$ cat config.mk
export PLATFORM = sky130hd
export DESIGN_NAME = rf_port_arbiter
export DESIGN_NICKNAME = d
export VERILOG_FILES = /design/src/rtl/rf_port_arbiter.sv
export SDC_FILE = /design/constraint.sdc
export NUM_CORES = 1
export LEC_CHECK = 0
export CORE_ASPECT_RATIO = 0.6
export CORE_MARGIN = 2
export CORE_UTILIZATION = 36
export CTS_CLUSTER_SIZE = 24
export DETAILED_ROUTE_END_ITERATION = 10
export PLACE_DENSITY = 0.75
export SLEW_MARGIN = 20
export SYNTH_ARGS = -nofsm -noshare
export SYNTH_HDL_FRONTEND = slang
export SYNTH_SLANG_ARGS = --single-unit
$ cat constraint.sdc
create_clock -name clk -period 2.5 [get_ports clk]
set_input_delay 0.5 -clock clk [delete_from_list [all_inputs] [get_ports clk]]
set_output_delay 0.5 -clock clk [all_outputs]
set_load 0.02 [all_outputs]
$ cat src/rtl/rf_port_arbiter.sv
// rf_port_arbiter: round-robin, burst-limited arbiter for a shared single-port register file
// with one-cycle read return and write forwarding.
module rf_port_arbiter #(
    parameter int DATA_W    = 20,
    parameter int ADDR_W    = 4,
    parameter int MAX_BURST = 4
) (
    input  logic              clk,
    input  logic              reset,
    input  logic              req0,
    input  logic              req1,
    input  logic              we0,
    input  logic              we1,
    input  logic [ADDR_W-1:0] addr0,
    input  logic [ADDR_W-1:0] addr1,
    input  logic [DATA_W-1:0] wdata0,
    input  logic [DATA_W-1:0] wdata1,
    output logic              gnt0,
    output logic              gnt1,
    output logic              rvalid0,
    output logic              rvalid1,
    output logic [DATA_W-1:0] rdata0,
    output logic [DATA_W-1:0] rdata1,
    output logic [ADDR_W-1:0] rf_addr,
    output logic [DATA_W-1:0] rf_wdata,
    output logic              rf_wr,
    output logic              rf_rd,
    input  logic [DATA_W-1:0] rf_rdata
);
    localparam int BW = $clog2(MAX_BURST + 1) > 2 ? $clog2(MAX_BURST + 1) : 2;
    typedef enum logic [1:0] {IDLE, OWN0, OWN1} state_t;
    state_t            state;
    logic [BW-1:0]     bcnt;
    logic              last;
    logic              fwd_valid;
    logic [ADDR_W-1:0] fwd_addr;
    logic [DATA_W-1:0] fwd_data;
    logic              at_max;
    logic              g0;
    logic              g1;
    logic              cont;
    logic [DATA_W-1:0] rd_data;
    assign at_max = bcnt == BW'(MAX_BURST);
    always_comb begin
        g0 = state == OWN0 ? req0 && !(req1 && at_max)
           : state == OWN1 ? (req1 ? req0 && at_max : req0)
           : req0 && (!req1 || last);
        g1 = state == OWN1 ? req1 && !(req0 && at_max)
           : state == OWN0 ? (req0 ? req1 && at_max : req1)
           : req1 && (!req0 || !last);
        gnt0     = g0 && !reset;
        gnt1     = g1 && !reset;
        rf_addr  = gnt0 ? addr0 : gnt1 ? addr1 : '0;
        rf_wdata = gnt0 ? wdata0 : gnt1 ? wdata1 : '0;
        rf_wr    = gnt0 ? we0 : gnt1 && we1;
        rf_rd    = gnt0 ? !we0 : gnt1 && !we1;
        cont     = (gnt0 && state == OWN0) || (gnt1 && state == OWN1);
        // a write issued last cycle is not yet visible on rf_rdata
        rd_data  = fwd_valid && fwd_addr == rf_addr ? fwd_data : rf_rdata;
    end
    always_ff @(posedge clk or posedge reset) begin
        if (reset) begin
            state     <= IDLE;
            bcnt      <= '0;
            last      <= 1'b1;
            fwd_valid <= 1'b0;
            fwd_addr  <= '0;
            fwd_data  <= '0;
            rvalid0   <= 1'b0;
            rvalid1   <= 1'b0;
            rdata0    <= '0;
            rdata1    <= '0;
        end else begin
            state     <= gnt0 ? OWN0 : gnt1 ? OWN1 : IDLE;
            bcnt      <= !(gnt0 || gnt1) ? '0 : cont ? (at_max ? bcnt : bcnt + BW'(1)) : BW'(1);
            if (gnt0 || gnt1)
                last <= gnt1;
            fwd_valid <= rf_wr;
            if (rf_wr) begin
                fwd_addr <= rf_addr;
                fwd_data <= rf_wdata;
            end
            rvalid0   <= gnt0 && rf_rd;
            rvalid1   <= gnt1 && rf_rd;
            if (gnt0 && rf_rd)
                rdata0 <= rd_data;
            if (gnt1 && rf_rd)
                rdata1 <= rd_data;
        end
    end
endmodule

==> qor.yml, run 1 <==
yosys.area_share.simple_pct: 13.12
htree_num_levels: 3
detail_route.wl_per_cell_um: 20.36
coreArea_um2: 11220
synth-edff-count: 0
fin_crit_sh_pct: 113.7
antenna_found_initial: 0
startpoint_type: "register"
syn_to_final_growth_pct: 76.29
place_ws_ps: -780.1
cts_tree: "yes"
synthMuxAreaShare_pct: 6.573
ys_types: 43
reg2reg_depth: 12
drtIter0Drc: 274
peakVddDrop_v: 0.0004674
netlist_instances: 386
finalWorstSetupSlack_ps: -342.5
whs_path_depth: 1
num_rows: 30
placed_area_um2: 6063
via_count: 4271
drt-total-wl_um: 15290
reg2reg_slack_ps: -340
detail_route.vias_per_cell: 5.687
start_util_pct: 36.63
numCtsBuffers: 9
synth_top_family_by_area: "compound AO/OA/AOI/OAI gates"
fin_skew_ps: 6.524
critPathArrivalTime_ps: 3050
ios: 144
synth_compound_area_share_pct: 28.27
fin_crit_ps: 2843
postSynthAreaPerCell_um2: 10.65
cp_max_fo: 8
synthTopCellsByCount: "72 x dfrtp_1, 45 x nand2_1, 44 x nor2b_1"
ys_ff_latch: 73
holdCritStartpoint: "fwd_addr[3]"
power_leakage_nw: 3.152
syn-num-nets: 462
grt_max_degree: 62
finalSetupViolCount: 82
port_buffers: 143
ys.warnings.count: 0
place.detailed.hpwl_um: 9289
nets: 678
die_w_um: 142.0
place_congestion: 0.8384
critical_path.cell_chain: "inv_2 > ha_4 > nand4b_1 > buf_4 > o211ai_1 > a21oi_2 > or3_1 > a22oi_2 > buf_6 > clkbuf_16 > a41oi_1 > a311o_1"
end_kind: "register"
status: "finished with violations"
cp_top_family: "compound AO/OA/AOI/OAI gates"
n_antenna_cell: 0
critPathBufInv: 4
clock.fmax_ghz: 0.3518
powerDensity_nw_per_um2: 709.4
cap_viol_max_count: 0
dr.pass1.iters: 5
finalPower_mw: 5.142
syn_area_um2: 4111
ys_seq_area_share_pct: 44.46
synth_area_leader_cell: "dfrtp_1"
fillers: 877
synth_top_flop_cell: "dfrtp_1"
cp.required_ps: 2710
grt_pass1_vias: 4154
ant_nets: 0
cts_root_buf: "clkbuf_16"
design.die.area_um2: 12320
setup-tns-final_ps: -18050
violations: "setup timing"
r2r-end: "rdata1[17]"
cts_num_sinks: 73
drc: 0
min_to: "fwd_addr[3]"
ys_async_sr_fraction_pct: 100.0
slowest_stage: "dfrtp_1"
fin_area_um2: 7248
worst_pin_slew_ps: 452.5
synthDominantCellAreaShare_pct: 43.82
finalHoldViolCount: 0
finalMaxSlewViolations: 0
synth.area.top_cells: "dfrtp_1 44%, a311o_1 9.7%, a41oi_1 8.5%"
layout-drive-gt1-share_pct: 31.80
cpPeakStageDelay_ps: 390
synthAdderAreaFrac_pct: 0.6086
r2r-start: "bcnt[0]"
grt_usage_pct: 22.52
slew_headroom_pct: 69.83
rsz0062_at_grt: "yes"
critPathKind: "reg -> reg"
yosysMostFrequentCell: "dfrtp_1"
synth_xor_area_share_pct: 0.8217
grt-ovfl-total: 0
final_util_pct: 64.58
hold_class: "reg -> reg"
grt_pass1_wl_um: 21370
die_y_um: 86.78
cts.clk_slew.worst_paths_ps: 60
worstSkewPairLatency_ps: 340
cts_buffer_depth: 2
==> state kept, by name, summed over array words and instances (netlist names) <==
name,count
fwd_valid,1
fwd_addr,4
rvalid1,1
last,1
rvalid0,1
state,2
bcnt,3
rdata1,20
fwd_data,20
rdata0,20
==> power breakdown <==
group / internal [mW] / leakage [nW] / switching, mW
clock network: 0.798 / 0.144 / 0.491
logic: 1.21 / 2.07 / 1.02
registers: 1.43 / 0.937 / 0.184
total: 3.44 / 3.15 / 1.70
==> metal layers <==
| layer | wire length, um | up-vias | track usage (%) |
|---|---|---|---|
| met5 | 0 | - | 0 |
| met3 | 1184 | 19 | 7.514 |
| li1 | - | 1933 | - |
| met4 | 194 | 0 | 6.545 |
| met2 | 7073 | 181 | 36.67 |
| met1 | 6841 | 2138 | 28.90 |
==> logic make-up (layout without fill, tap and decap cells) <==
family	Yosys count	after routing
mux	24	24
simple gates	103	103
fa+ha+maj	2	2
flops	73	73
xor+xnor	3	3
buf+inv	51	272
compound gates	130	130
==> timing repair <==
item | 4_1_cts | 5_1_grt
setup buffers | 25 | 21
pin swaps | 20 | 29
cloned | 1 | 12
gates resized for setup | 193 | 41
hold buffers | 0 | 0
endpoints found under the setup margin | 92 | 94
==> layout by cell type, fill, tap and decap left out, drive strengths merged, types with 3 or more instances in the layout <==
master           n
xnor2            3
clkdlybuf4s50  113
dfrtp           72
buf            124
a311o           40
a41oi           40
nor2b           44
mux2            24
a22o            22
clkbuf          21
inv              9
nand2           45
a21oi            8
or2              3
o21ai            5
o211ai           4
==> worst max-delay path by stage <==
| stage | depth (start not counted) | end | startpoint |
|---|---|---|---|
| 2_1_floorplan | 9 | rf_rd | bcnt[0] |
| 3_3_place_gp | 7 | rf_wdata[13] | req1 |
| 3_5_place_dp | 7 | rf_wdata[8] | req1 |
| 4_1_cts | 13 | rdata1[5] | bcnt[0] |
| 5_1_grt | 12 | rdata1[17] | bcnt[0] |
| 6_report | 12 | rdata1[17] | bcnt[0] |
==> metrics by stage <==
stage,std cells,hold slack [ps]
5_1_grt,751,550.2
3_5_place_dp,681,499.2
6_report,751,519.3
4_1_cts,721,520.0
3_3_place_gp,681,486.3
2_1_floorplan,386,470.4
==> area by class of cell <==
class / count / area (um2) / share of cell area [%]
Inverter: 9 / 33.78 / 0.4661
Clock inverter: 3 / 40.04 / 0.5524
Timing Repair Buffer: 247 / 2678 / 36.94
Clock buffer: 13 / 250.2 / 3.452
Sequential cell: 73 / 1828 / 25.22
Multi-Input combinational cell: 262 / 2238 / 30.88
Tap cell: 144 / 180.2 / 2.486
Note: power is estimated with default switching activity, not from simulation.
==> run 2, diff against run 1 <==
--- a/config.mk
+++ b/config.mk
@@ -6,8 +6,9 @@
 export NUM_CORES = 1
 export LEC_CHECK = 0
 export CORE_ASPECT_RATIO = 0.6
-export CORE_MARGIN = 2
+export CORE_MARGIN = 10
 export CORE_UTILIZATION = 36
+export CTS_BUF_LIST = sky130_fd_sc_hd__clkbuf_16
 export CTS_CLUSTER_SIZE = 24
 export DETAILED_ROUTE_END_ITERATION = 10
 export PLACE_DENSITY = 0.75
==> qor.yml, run 2 (synthesis gave the netlist of run 1 again) <==
detail_route.vias_per_cell: 5.680  # -0.12%
startpoint_type: "register"
worst_pin_slew_ps: 766.9  # +314.4 ps
hold_class: "reg -> reg"
via_count: 4260  # -0.26%
grt_max_degree: 62  # unchanged
n_antenna_cell: 0  # unchanged
setup-tns-final_ps: -18050  # -7.100 ps
wl_met2_um: 7788  # +10%
cts_tree: "yes"
critPathBufInv: 4  # unchanged
antenna_found_initial: 0  # unchanged
grt-ovfl-total: 0  # unchanged
layout_commonest_cell: "clkdlybuf4s50_1"
dr_wl_met3_um: 1637  # +38%
coreArea_um2: 11220  # unchanged
grt_pass1_vias: 4363  # +5.0%
syn_to_final_growth_pct: 78.91
cap_viol_max_count: 0  # unchanged
ios: 144  # unchanged
design.die.area_um2: 16240  # +32%
layout-drive-gt1-share_pct: 34.16  # +2.4 points
start_util_pct: 36.63  # unchanged
holdCritStartpoint: "fwd_addr[3]"
reg2reg_depth: 14  # +2
final_util_pct: 65.54  # +0.96 points
cp_max_fo: 4  # -4
cts.clk_slew.worst_paths_ps: 60  # about the same
cpPeakStageDelay_ps: 370  # -20 ps
drc: 0  # unchanged
drtIter0Drc: 332  # +21%
grt_usage_pct: 18.33  # -4.2 points
nets: 677  # -0.15%
top_layer_used: "met4"
slowest_stage: "dfrtp_1"
r2r-start: "bcnt[0]"
fin_crit_ps: 2823  # -19.05 ps
violations: "setup timing"
die_w_um: 158.0  # +11%
crit_start: "bcnt[0]"
fin_skew_ps: 8.487  # +1.963 ps
slew_headroom_pct: 48.87  # -21 points
cp_top_family: "simple AND/OR/NAND/NOR gates"
fillers: 816  # -7.0%
critical_path.cell_chain: "inv_2 > ha_4 > nand4b_1 > and3_4 > a21oi_4 > buf_8 > buf_6 > o21a_4 > or2_4 > buf_6"
r2r-end: "rdata1[7]"
ant_nets: 0  # unchanged
cp.required_ps: 2000  # -710 ps
finalSetupViolCount: 91  # +11%
cts_buffer_depth: 2  # unchanged
min_to: "fwd_addr[3]"
peakVddDrop_v: 0.0004175  # -11%
powerDensity_nw_per_um2: 687.7  # -3.0%
finalHoldViolCount: 0  # unchanged
dr.pass1.iters: 5  # unchanged
status: "finished with violations"
die_y_um: 102.8  # +18%
detail_route.wl_per_cell_um: 22.32  # +9.6%
top_regs: "fwd_data: 20 flops, rdata0: 20 flops, rdata1: 20 flops"
most-common-layout-cells: "113 x clkdlybuf4s50_1, 72 x dfrtp_1, 57 x buf_4"
whs_path_depth: 1  # unchanged
drt-total-wl_um: 16740  # +9.5%
critPathKind: "reg -> out"
cpMostUsedCell: "buf_6"
wl_met1_um: 6996  # +2.3%
dp_cells: 685  # +0.59%
fin_crit_sh_pct: 112.9  # -0.76 points
numCtsBuffers: 9  # unchanged
fin_cells: 750  # -0.13%
cts_num_sinks: 73  # unchanged
worstSkewPairLatency_ps: 340  # about the same
place_congestion: 0.8497  # +1.3%
reg2reg_slack_ps: -320  # +20 ps
end_kind: "output port"
finalMaxSlewViolations: 0  # unchanged
port_buffers: 143  # unchanged
power_leakage_nw: 3.183  # +0.99%
place.detailed.hpwl_um: 10340  # +11%
num_rows: 30  # unchanged
critPathArrivalTime_ps: 2320  # -730 ps
clock.fmax_ghz: 0.3542  # +0.67%
finalWorstSetupSlack_ps: -323.5  # +19.05 ps
cts_root_buf: "clkbuf_16"
grt_pass1_wl_um: 23430  # +9.7%
htree_num_levels: 3  # unchanged
rsz0062_at_grt: "yes"
==> run 2: timing repair <==
| action | 4_1_cts | 5_1_grt |
|---|---|---|
| setup endpoints to repair | 92 | 93 |
| pin swaps | 68 | 32 |
| cloned | 4 | 10 |
| hold buffers | 0 | 0 |
| gates resized for setup | 198 | 71 |
| setup buffers | 27 | 12 |
==> run 2: area by class of cell <==
type | count | area (um2) | area share [%]
clock inverters | 7 | 31.28 | 0.4252
repair buffers | 246 | 2716 | 36.93
inverters | 9 | 33.78 | 0.4593
well taps | 144 | 180.2 | 2.449
multi-input cells | 262 | 2341 | 31.83
clock buffers | 9 | 225.2 | 3.062
flip-flops and latches | 73 | 1828 | 24.85
==> run 2: power by group <==
group | internal [mW] | total, mW | switching (mW)
clock | 0.652 | 1.13 | 0.481
combinational | 1.24 | 2.30 | 1.06
sequential | 1.43 | 1.63 | 0.193
==> run 2: worst max-delay path by stage <==
stage              endpoint  slack, ps  depth (start not counted)
2_1_floorplan         rf_rd        -40                          9
3_3_place_gp   rf_wdata[16]       -700                          7
3_5_place_dp   rf_wdata[16]       -720                          7
4_1_cts          rdata0[17]       -340                         14
5_1_grt          rdata0[16]       -420                         12
6_report              rf_rd       -320                         10
==> run 2: per-layer routing <==
layer  global-route usage, %  vias to the layer above
li1                        -                     1930
met1                   22.74                     2105
met2                   29.31                      201
met3                   7.042                       24
met4                   5.103                        0
met5                       0                        -
==> run 2: metrics by stage <==
stage | setup slack (ps) | hold WS, ps | instance area, um2 | power (mW)
detailed placement | -715.5 | 502.4 | 6068 | 3.429
floorplan | -36.81 | 470.4 | 4146 | 2.527
finish | -323.5 | 537.3 | 7356 | 5.059
global placement | -704.6 | 482.6 | 6068 | 3.366
global route | -419.7 | 556.1 | 7356 | 5.268
CTS | -344.2 | 515.2 | 6790 | 4.743
==> run 3, diff against run 2 <==
--- a/config.mk
+++ b/config.mk
@@ -7,11 +7,11 @@
 export LEC_CHECK = 0
 export CORE_ASPECT_RATIO = 0.6
 export CORE_MARGIN = 10
-export CORE_UTILIZATION = 36
+export CORE_UTILIZATION = 41
 export CTS_BUF_LIST = sky130_fd_sc_hd__clkbuf_16
 export CTS_CLUSTER_SIZE = 24
 export DETAILED_ROUTE_END_ITERATION = 10
-export PLACE_DENSITY = 0.75
+export PLACE_DENSITY = 0.83
 export SLEW_MARGIN = 20
 export SYNTH_ARGS = -nofsm -noshare
 export SYNTH_HDL_FRONTEND = slang
==> qor.yml, run 3 (synthesis gave the netlist of run 1 again) <==
cts.clk_slew.worst_paths_ps: 60  # about the same
fin_area_um2: 6890  # -6.3%
cts_root_buf: "clkbuf_16"
place_ws_ps: -715.5  # -0.03600 ps
cts_tree: "yes"
status: "finished with violations"
fin_crit_ps: 2894  # +70.23 ps
fin_skew_ps: 6.076  # -2.412 ps
finalMaxSlewViolations: 0  # unchanged
clock.fmax_ghz: 0.3456  # -2.4%
ios: 144  # unchanged
finalSetupViolCount: 67  # -26%
powerDensity_nw_per_um2: 695.8  # +1.2%
finalPower_mw: 4.795  # -5.2%
detail_route.vias_per_cell: 5.843  # +2.9%
design.die.area_um2: 14560  # -10%
layout-drive-gt1-share_pct: 28.60  # -5.6 points
critPathArrivalTime_ps: 3100  # +780 ps
startpoint_type: "register"
cts_num_sinks: 73  # unchanged
detail_route.wl_per_cell_um: 21.25  # -4.8%
end_kind: "register"
dr.pass1.iters: 5  # unchanged
power_leakage_nw: 3.008  # -5.5%
port_buffers: 143  # unchanged
slew_headroom_pct: 72.81  # +24 points
coreArea_um2: 9809  # -13%
cp.required_ps: 2710  # +710 ps
worst_pin_slew_ps: 407.8  # -359.1 ps
drt-total-wl_um: 15430  # -7.8%
worstSkewPairLatency_ps: 330  # about the same
fin_cells: 726  # -3.2%
grt_util_met3_pct: 7.721  # +0.68 points
ant_nets: 0  # unchanged
grt_pass1_vias: 4251  # -2.6%
use_met1_pct: 24.26  # +1.5 points
antenna_found_initial: 0  # unchanged
rsz0062_at_grt: "yes"
holdCritStartpoint: "fwd_addr[3]"
grt-busiest-layer: "met2"
grtUsageMet2_pct: 30.02  # +0.70 points
place.detailed.hpwl_um: 10080  # -2.5%
fillers: 698  # -14%
fin_crit_sh_pct: 115.7  # +2.8 points
numCtsBuffers: 9  # unchanged
finalWorstSetupSlack_ps: -393.7  # -70.23 ps
dp_cells: 679  # -0.88%
critPathKind: "reg -> reg"
top_regs: "fwd_data: 20 flops, rdata0: 20 flops, rdata1: 20 flops"
drc: 0  # unchanged
seq_area_um2: 1828  # unchanged
cp_max_fo: 11  # +7
drtIter0Drc: 403  # +21%
most-common-layout-cells: "113 x clkdlybuf4s50_1, 72 x dfrtp_1, 67 x buf_4"
finalHoldViolCount: 0  # unchanged
die_y_um: 97.57  # -5.1%
via_count: 4242  # -0.42%
place_congestion: 0.9668  # +14%
num_rows: 28  # -6.7%
grt_pass1_wl_um: 22800  # -2.7%
htree_num_levels: 3  # unchanged
die_w_um: 149.3  # -5.5%
syn_to_final_growth_pct: 67.59
r2r-start: "bcnt[0]"
multi_input_area_um2: 2213  # -5.5%
nets: 662  # -2.2%
grt_usage_pct: 19.30  # +0.97 points
n_antenna_cell: 0  # unchanged
peakVddDrop_v: 0.0004412  # +5.7%
layout_commonest_cell: "clkdlybuf4s50_1"
hold_class: "reg -> reg"
grt-ovfl-total: 0  # unchanged
crit_start: "bcnt[0]"
violations: "setup timing"
cts_buffer_depth: 2  # unchanged
start_util_pct: 41.91  # +5.3 points
cap_viol_max_count: 0  # unchanged
placed_area_um2: 6090  # +0.35%
grt_max_degree: 74  # +19%
## run 3: layout make-up
| class | instances | area share [%] |
|---|---|---|
| Timing Repair Buffer | 231 | 34.74 |
| Tap cell | 135 | 2.451 |
| Inverter | 9 | 0.4903 |
| Clock buffer | 9 | 3.269 |
| Sequential cell | 73 | 26.53 |
| Multi-Input combinational cell | 262 | 32.12 |
| Clock inverter | 7 | 0.3995 |
## run 3: metrics by stage
step | hold slack [ps] | TNS (ps) | util, %
after floorplan | 470.4 | -36.81 | -
final | 516.4 | -20860 | 70.24
after CTS | 514.7 | -14910 | 65.91
after global placement | 485.8 | -42140 | 62.08
after global routing | 539.7 | -23640 | 70.24
after detailed placement | 494.6 | -49110 | 62.08
## run 3: routing by layer
layer	up-vias	wire, um
met5	-	0
met4	0	295
met3	32	1600
met2	230	7135
met1	2084	6400
li1	1896	-
## run 3: where the power goes
group / switching (mW) / leakage [nW] / internal [mW]
clock network: 0.464 / 0.139 / 0.648
registers: 0.183 / 0.937 / 1.43
logic: 0.986 / 1.93 / 1.08
## run 3: path summary, 6_finish.rpt
kind / slack, ps / end / cells past startpoint
max in group asynchronous: 1320 / last / 4
min in group asynchronous: 830 / bcnt[1] / 4
worst max register to register: -390 / rdata1[12] / 13
worst min-delay path: 520 / fwd_addr[3] / 1
worst max-delay path: -390 / rdata1[12] / 13
worst min register to register: 520 / fwd_addr[3] / 1
## run 3: worst max-delay path, stage by stage, from the launching register on
cell and delay, ps:
dfrtp_1 390, inv_2 90, ha_4 150, nand4b_1 200
o21ai_2 280, a21oi_4 70, buf_12 140, buf_12 120
a22o_4 270, xnor2_4 160, buf_12 140, and4_4 230
buf_12 160, a311o_1 360
## run 3: what timing repair did
action                     4_1_cts  5_1_grt
setup endpoints to repair       92       92
hold buffers                     0        0
hold endpoints to repair         0        0
resized for setup              151       45
pin swaps                       11       17
buffers inserted                10       14
gates cloned                     1        6
